## src/rtl/uart_tx_buffered.sv

```systemverilog
// Buffered 8N1 UART transmitter: a small byte FIFO behind a valid/ready push
// port, drained by a start/data/stop serialiser with a registered tx pin.
module uart_tx_buffered #(
  parameter int CLKS_PER_BIT = 87,
  parameter int FIFO_DEPTH   = 4
) (
  input  logic                          clk,
  input  logic                          reset,
  input  logic [7:0]                    tx_data,
  input  logic                          tx_valid,
  output logic                          tx_ready,
  output logic                          tx,
  output logic                          busy,
  output logic [$clog2(FIFO_DEPTH):0]   fifo_count
);

  localparam int AW = $clog2(FIFO_DEPTH);
  localparam int BW = $clog2(CLKS_PER_BIT);
  localparam logic [BW-1:0] BAUD_LAST = BW'(CLKS_PER_BIT - 1);
  localparam logic [AW:0]   FULL      = (AW + 1)'(FIFO_DEPTH);

  typedef enum logic [1:0] {IDLE, START, DATA, STOP} state_t;

  logic [7:0]    mem [FIFO_DEPTH];
  logic [AW-1:0] wr_ptr, rd_ptr;
  logic [AW:0]   count;
  state_t        state;
  logic [7:0]    shift;
  logic [BW-1:0] baud;
  logic [2:0]    bit_idx;
  logic          push, pop, fifo_empty, baud_done;

  assign tx_ready   = (count != FULL);
  assign push       = tx_valid && tx_ready;
  assign fifo_empty = (count == '0);
  assign baud_done  = (baud == BAUD_LAST);
  assign pop        = !fifo_empty && ((state == IDLE) || (state == STOP && baud_done));
  assign busy       = (state != IDLE) || !fifo_empty;
  assign fifo_count = count;

  always_ff @(posedge clk) begin
    if (push) mem[wr_ptr] <= tx_data;
  end

  always_ff @(posedge clk) begin
    if (reset) begin
      wr_ptr <= '0;
      rd_ptr <= '0;
      count  <= '0;
    end else begin
      if (push) wr_ptr <= wr_ptr + 1'b1;
      if (pop)  rd_ptr <= rd_ptr + 1'b1;
      case ({push, pop})
        2'b10:   count <= count + 1'b1;
        2'b01:   count <= count - 1'b1;
        default: count <= count;
      endcase
    end
  end

  // tx is loaded from the current state, so the pin trails the state by one
  // cycle; this keeps back-to-back frames seamless across the STOP->START pop.
  always_ff @(posedge clk) begin
    if (reset) begin
      state   <= IDLE;
      tx      <= 1'b1;
      baud    <= '0;
      bit_idx <= '0;
      shift   <= '0;
    end else begin
      case (state)
        IDLE: begin
          tx <= 1'b1;
          if (pop) begin
            shift <= mem[rd_ptr];
            baud  <= '0;
            state <= START;
          end
        end
        START: begin
          tx <= 1'b0;
          if (baud_done) begin
            baud    <= '0;
            bit_idx <= '0;
            state   <= DATA;
          end else begin
            baud <= baud + 1'b1;
          end
        end
        DATA: begin
          tx <= shift[0];
          if (baud_done) begin
            baud  <= '0;
            shift <= shift >> 1;
            if (bit_idx == 3'd7) state <= STOP;
            else bit_idx <= bit_idx + 1'b1;
          end else begin
            baud <= baud + 1'b1;
          end
        end
        STOP: begin
          tx <= 1'b1;
          if (baud_done) begin
            baud <= '0;
            if (pop) begin
              shift <= mem[rd_ptr];
              state <= START;
            end else begin
              state <= IDLE;
            end
          end else begin
            baud <= baud + 1'b1;
          end
        end
        default: begin
          tx    <= 1'b1;
          state <= IDLE;
        end
      endcase
    end
  end

endmodule
```

## config.mk

```make
export PLATFORM = sky130hd
export DESIGN_NAME = uart_tx_buffered
export DESIGN_NICKNAME = d
export VERILOG_FILES = /design/src/rtl/uart_tx_buffered.sv
export SDC_FILE = /design/constraint.sdc
export NUM_CORES = 1
export LEC_CHECK = 0
export ABC_CLOCK_PERIOD_IN_PS = 2240
export CORE_AREA = 2 2 77 79
export DETAILED_ROUTE_END_ITERATION = 7
export DIE_AREA = 0 0 79 81
export PLACE_DENSITY = 0.74
export SLEW_MARGIN = 20
export SYNTH_ARGS = -nofsm -noshare
export SYNTH_HDL_FRONTEND = slang
export SYNTH_SLANG_ARGS = --single-unit
```

## constraint.sdc

```tcl
create_clock -name clk -period 2.24 [get_ports clk]
set_clock_uncertainty 0.05 [all_clocks]
set_input_delay 0.448 -clock clk [delete_from_list [all_inputs] [get_ports clk]]
set_output_delay 0.448 -clock clk [all_outputs]
set_load 0.005 [all_outputs]
```

# Word-level counts from Yosys, hierarchy flattened
# Memory sizes are Yosys's and may differ from the RTL's. A register that Yosys moved wholly into a read port is not among the register bits.
# Index checks and enable logic that the tools add are counted.
# totals
inputBits,11
out_inout_bits,6
memories,1
mem_bits_rw,32
register_bits,28
word_cells,70
# mem_list
memory,words,word_bits,read_ports,rd_clocked_by_memory_dff,wr,line_no,source
mem,4,8,1,1,1,24,logic [7:0] mem [FIFO_DEPTH];
# op_classes
reduce_logical,17
mux,24
add_sub_neg,6
eq_ne,14
# ops
cell,n
$mux W8,3
$pmux W8 S3,1
$mux W2,7
$mux W7,2
$pmux W7 S2,1
$ne A2 B2 Y1 const B,6
$pmux W3 S2,2
$mux W3,3
$pmux W2 S4,1
$add A7 B1 Y7 const B,1
$eq A7 B7 Y1 const B,1
$add A3 B1 Y3 const B,2
$eq A2 B2 Y1 const B,3
$reduce_bool A2 Y1,3
$reduce_and A5 Y1,1
$add A2 B1 Y2 const B,2
$eq A2 B1 Y1 const B,2
$reduce_and A4 Y1,1
$eq A3 B3 Y1 const B,1
$logic_and A1 B1 Y1,3
$logic_not A3 Y1,1
$mux W1,3
$ne A3 B3 Y1 const B,1
$pmux W1 S3,1
other kinds (8),9

# Logic depth before layout (Yosys ltp)
# depth
ltp_word,7
depth_mapped,11
ltp_nobuf,10

# Worst setup path before layout
# OpenSTA, ideal clock, no wires.
# synth_timing
path_type,register to register
from,register baud[0]
to,"register count[2], in the netlist fifo_count[2]"
synth_period_minus_slack_ps,2446
path_stages_with_launch,12
arrival_time_ps,2325
setup_time_ps,71
required_time_ps,2119
n_path_buf,1
path_slack_ps,-206
cell_sequence,dfxtp_1 -> inv_1 -> ha_1 -> and2_1 -> buf_2 -> a31oi_1 -> nor2_1 -> ha_1 -> fa_1 -> xnor2_1 -> or3_1 -> a21oi_1
# synth_via
elab_chain_len,6
elab_cells_between_ends,8
classes_between,eq/ne: 3; mux: 1; reduce/logical: 4
# synth_rtl
element,line_no,source
"start, declared",29,logic [BW-1:0] baud;
"start signal, assigned",87,baud <= baud + 1'b1;
"start signal, assigned",98,baud <= baud + 1'b1;
"start signal, assigned",112,baud <= baud + 1'b1;
$eq A7 B7 Y1 (*),36,assign baud_done = (baud == BAUD_LAST);
$logic_and A1 B1 Y1 (*),37,assign pop = !fifo_empty && ((state == IDLE) || (state == STOP && baud_done));
$logic_or A1 B1 Y1 (*),37,
$logic_and A1 B1 Y1 (*),37,
via pop,31,"logic push, pop, fifo_empty, baud_done;"
$eq A2 B1 Y1 or $eq A2 B2 Y1 (tied branches),53,"case ({push, pop})"
$pmux W3 S2 or $reduce_bool A2 Y1 (tied branches),--,
"end signal, assigned",54,2'b10: count <= count + 1'b1;
"end signal, assigned",55,2'b01: count <= count - 1'b1;
"end signal, assigned",56,default: count <= count;
"end, declared",26,logic [AW:0] count;
# The timed path passes the listed nets; every way through them passes the cells marked *.
# A chain may end at the register's enable or synchronous reset.

# Worst setup path after layout
# layout_timing
from,"register count[0], in the netlist fifo_count[0]"
to,output tx_ready
# layout_via
elab_chain_len,1
# layout_rtl
element,line_no,source
$ne A3 B3 Y1,33,assign tx_ready = (count != FULL);
"end, declared",11,"output logic tx_ready,"
# Every way passes these cells.

==> out/results.md <==
| Group | Item | Value |
|:---|:---|:---|
| floorplanning | Core area | 5675 um^2 |
| synthesis | Most used DFF post-synth | sky130_fd_sc_hd__edfxtp_1 |
| clock tree | Clock root buffer | sky130_fd_sc_hd__clkbuf_8 |
| layout | Final design area excluding fillers | 3481 um^2 |
| grt | Final global-route overflow total | 0 |
| floorplanning | Die height | 81 um |
| pwr | Net switching power figure | 0.001556 W |
| placed design | Placer's final routability congestion estimate | 0.7689 |
| floorplanning | Horizontal die dimension | 79 um |
| timing | Minimum clock period | 2.198 ns |
| timing | Max-slew headroom | 67.41% |
| synthesis | Synth Warn # | 0 |
| timing | Fmax | 0.4550 GHz |
| clock tree | Count of clock tree sinks | 62 |
| pwr | Cell Int Power | 0.002826 W |
| detailed routing | Number of detailed-route iterations in the first pass | 4 |
| timing | Hold violation count in the final report | 0 |
| layout | Net count of the finished layout | 295 |
| detailed routing | WL per Instance | 14.39 um |
| timing | Final max-slew violation count | 0 |
| synthesis | Post-Synthesis Cell Area | 2873 um^2 |
| critical path | Data required time at the worst endpoint | 1.74 ns |
| critical path | Largest fanout of any net on the critical path | 5 |
| layout | Diodes inserted | 0 |
| clock tree | Clock transition at path regs | 0.08 ns |
| synthesis | Portion of the post-synthesis area used by sequential elements | 54.36% |
| min path | Classification of the worst-slack hold path | reg2reg |
| detailed routing | Final antenna-violating net count | 0 |
| pwr | Ratio of total power to cell area | 1259 nW/um^2 |
| layout | Area added between synthesis and finish | 21.17% |
| timing | Actual slew at the worst max-slew pin | 0.4888 ns |
| layout | Ratio of cells with drive above 1 in the final layout | 26.64% |
| pwr | Portion of total power attributed to combinational logic | 43.8% |
| placed design | Placed standard-cell area | 3246 um^2 |
| run status | Result of the run | finished clean |
| floorplanning | Site Rows | 28 |
| floorplanning | Initial Utilization | 50.62% |
| grt | Tot GR Track Use | 17.45% |
| synthesis | Number of standard cells after synthesis | 231 |
| synthesis | Number of synthesized flops with an enable pin | 32 |
| pwr | Leak pwr | 1.291 nW |
| run | Maximum capacitance violations | 0 |
| timing | Fin Hold WS | 0.4206 ns |
| floorplanning | Number of I/O pins | 17 |
| layout | Non-filler cells in the finished layout | 349 |
| grt | Vias in the first global route | 1786 |
| synthesis | Biggest area contributors in the synthesized netlist | sky130_fd_sc_hd__edfxtp_1 33%, sky130_fd_sc_hd__dfxtp_1 21%, sky130_fd_sc_hd__mux4_2 6.3%, sky130_fd_sc_hd__ha_1 6.1%, sky130_fd_sc_hd__a211oi_2 3.0% |
| grt | Global-route wire length before repair | 8.390 mm |
| placed design | Count of input and output buffers | 16 |
| synthesis | Area share of the largest cell type after synthesis | 33.45% |
| detailed routing | Post-detailed-route via-to-cell ratio | 5.415 |
| clock tree | Number of levels the H-tree was split into | 3 |
| critical path | Worst Setup Path Type | reg2out |
| critical path | Critical path endpoint category | output pin |
| synthesis | Most numerous cell in the Yosys netlist | sky130_fd_sc_hd__edfxtp_1 |
| synthesis | Nets in the synthesized netlist | 257 |
| synthesis | Post-synthesis register bit count | 62 |
| detailed routing | Count of routing violations after the opening detailed-route iteration | 104 |
| timing | Unrepaired setup endpoints after global routing | true |
| detailed routing | Total wire length | 5.021 mm |
| clock tree | CTS tree | done |
| grt | Largest net degree at the start of global routing | 20 |
| pwr | Switching fraction of total power | 35.50% |
| detailed routing | Post-route DRC | 0 |
| timing | Final setup violation count | 0 |
| clock tree | Total clock buffers created by CTS | 9 |
| pwr | Clock network fraction of design power | 21.0% |
| floorplanning | Die outline area | 6399 um^2 |
| synthesis | Count of unique library cells instantiated by Yosys | 48 |
| grt | Antenna violations before repair | 0 |
| synthesis | Share of async-settable or async-resettable flops after synthesis | 0% |
| pwr | Overall Power | 0.004381 W |
| placed design | Placed instance count | 331 |
| detailed routing | Total via count after detailed routing | 1890 |
| synthesis | Commonest cells in the netlist | 32 x sky130_fd_sc_hd__edfxtp_1, 30 x sky130_fd_sc_hd__dfxtp_1, 17 x sky130_fd_sc_hd__inv_1, 14 x sky130_fd_sc_hd__ha_1, 12 x sky130_fd_sc_hd__a21oi_1 |
| clock tree | CTS Buffer Depth | 2 |
| placed design | Hpwl dp | 3.421 mm |
| timing | Final critical-path share of the clock period | 98.12% |
| critical path | Critical path startpoint category | register |
| clock tree | Post-cts hold buffer count | 0 |
| synthesis | Dominant cell type by area after synthesis | sky130_fd_sc_hd__edfxtp_1 |
| pwr | Power share of the sequential group | 35.2% |
| clock tree | Source-to-sink clock delay at the later pin of the worst-skew pair | 0.34 ns |
| critical path | CP arrival | 1.70 ns |
| timing | Setup TNS | 0 ns |
| pwr | Peak supply drop | 0.7718 mV |
| synthesis | Average instance area after synthesis | 12.44 um^2 |
## worst max-delay path: stages, from the launching register on
cell	delay, ns
sky130_fd_sc_hd__dfxtp_1	0.35
sky130_fd_sc_hd__or3b_4	0.42
sky130_fd_sc_hd__buf_4	0.15
sky130_fd_sc_hd__clkdlybuf4s50_1	0.43
## layer usage
metal | GRT usage, % | vias to the layer above | share of wire, %
met5 | 0 | - | 0
met2 | 27.12 | 31 | 47
met3 | 5.000 | 9 | 3.9
met4 | 7.414 | 0 | 1.6
li1 | - | 944 | -
met1 | 23.10 | 906 | 47
## power groups by stage
stage,combinational (W),clock [W],sequential (W)
floorplan,0.00132,0,0.00156
global route,0.00211,0.000999,0.00157
global placement,0.00179,0,0.00155
detailed placement,0.00184,0,0.00156
CTS,0.00189,0.000946,0.00154
finish,0.00192,0.000921,0.00154
## logic make-up after synthesis
group | count (synthesis) | synth area share, %
DFF | 62 | 54.36
buffers and inverters | 32 | 4.965
xor gates and xnor gates | 3 | 0.9148
AOI/OAI and AO/OA | 51 | 14.29
and+or+nand+nor | 55 | 10.63
muxes | 13 | 8.057
adders and majority gates | 15 | 6.795
## sequential cells by signal, summed over array words and instances, names as in the netlist, named ones only
| name | flops |
|---|---|
| shift | 8 |
| state | 2 |
| baud | 7 |
| wr_ptr | 2 |
| mem | 32 |
| rd_ptr | 2 |
| bit_idx | 3 |
| fifo_count | 3 |
| tx | 1 |
## path summary, 6_finish.rpt
check	startpoint	end	slack, ns	cells after the start
hold reg to reg	shift[3]$_SDFFE_PP0P_	shift[3]$_SDFFE_PP0P_	0.42	2
setup reg to reg	baud[0]$_SDFFE_PP0P_	fifo_count[2]$_SDFFE_PP0P_	0.06	10
setup / recovery	fifo_count[0]$_SDFFE_PP0P_	tx_ready	0.04	3
hold / removal	shift[3]$_SDFFE_PP0P_	shift[3]$_SDFFE_PP0P_	0.42	2
## placed cells by master (no fill, tap or decap), types with 5 or more instances in the layout
cell type,synthesis,final
sky130_fd_sc_hd__clkdlybuf4s50_1,0,15
sky130_fd_sc_hd__buf_4,1,24
sky130_fd_sc_hd__ha_1,14,11
sky130_fd_sc_hd__a21oi_1,12,11
sky130_fd_sc_hd__clkbuf_8,0,9
sky130_fd_sc_hd__nand2_1,10,10
sky130_fd_sc_hd__inv_1,17,17
sky130_fd_sc_hd__a211oi_2,7,7
sky130_fd_sc_hd__mux4_2,8,8
sky130_fd_sc_hd__a311oi_1,5,5
sky130_fd_sc_hd__nor2_1,11,11
sky130_fd_sc_hd__nand3_1,6,6
sky130_fd_sc_hd__nor2b_1,7,7
sky130_fd_sc_hd__a221oi_1,8,8
sky130_fd_sc_hd__edfxtp_1,32,32
sky130_fd_sc_hd__dfxtp_1,30,27
sky130_fd_sc_hd__o21ai_0,5,5
sky130_fd_sc_hd__and3_1,5,5
## stage by stage
step           utilization [%]  worst slack [ns]
2_1_floorplan                -          -0.01391
3_3_place_gp             57.19           -0.1663
3_5_place_dp             57.19           -0.2170
4_1_cts                  60.93         0.0002039
5_1_grt                  61.33          -0.04569
6_report                 61.33           0.04204
## cell type report
class	count	area (um^2)
multi-input cells	137	1214
clock inverters	7	62.56
repair buffers	41	354.1
flip-flops and latches	62	1565
clock buffers	9	123.9
well taps	75	93.84
fillers	469	2195
inverters	18	67.56
## what timing repair did
item | CTS | global route
gates resized for setup | 6 | 5
pin swaps | 1 | 3
setup buffers | 1 | 1
setup endpoints to repair | 2 | 3
No activity file was read; power rests on OpenSTA's default activity.
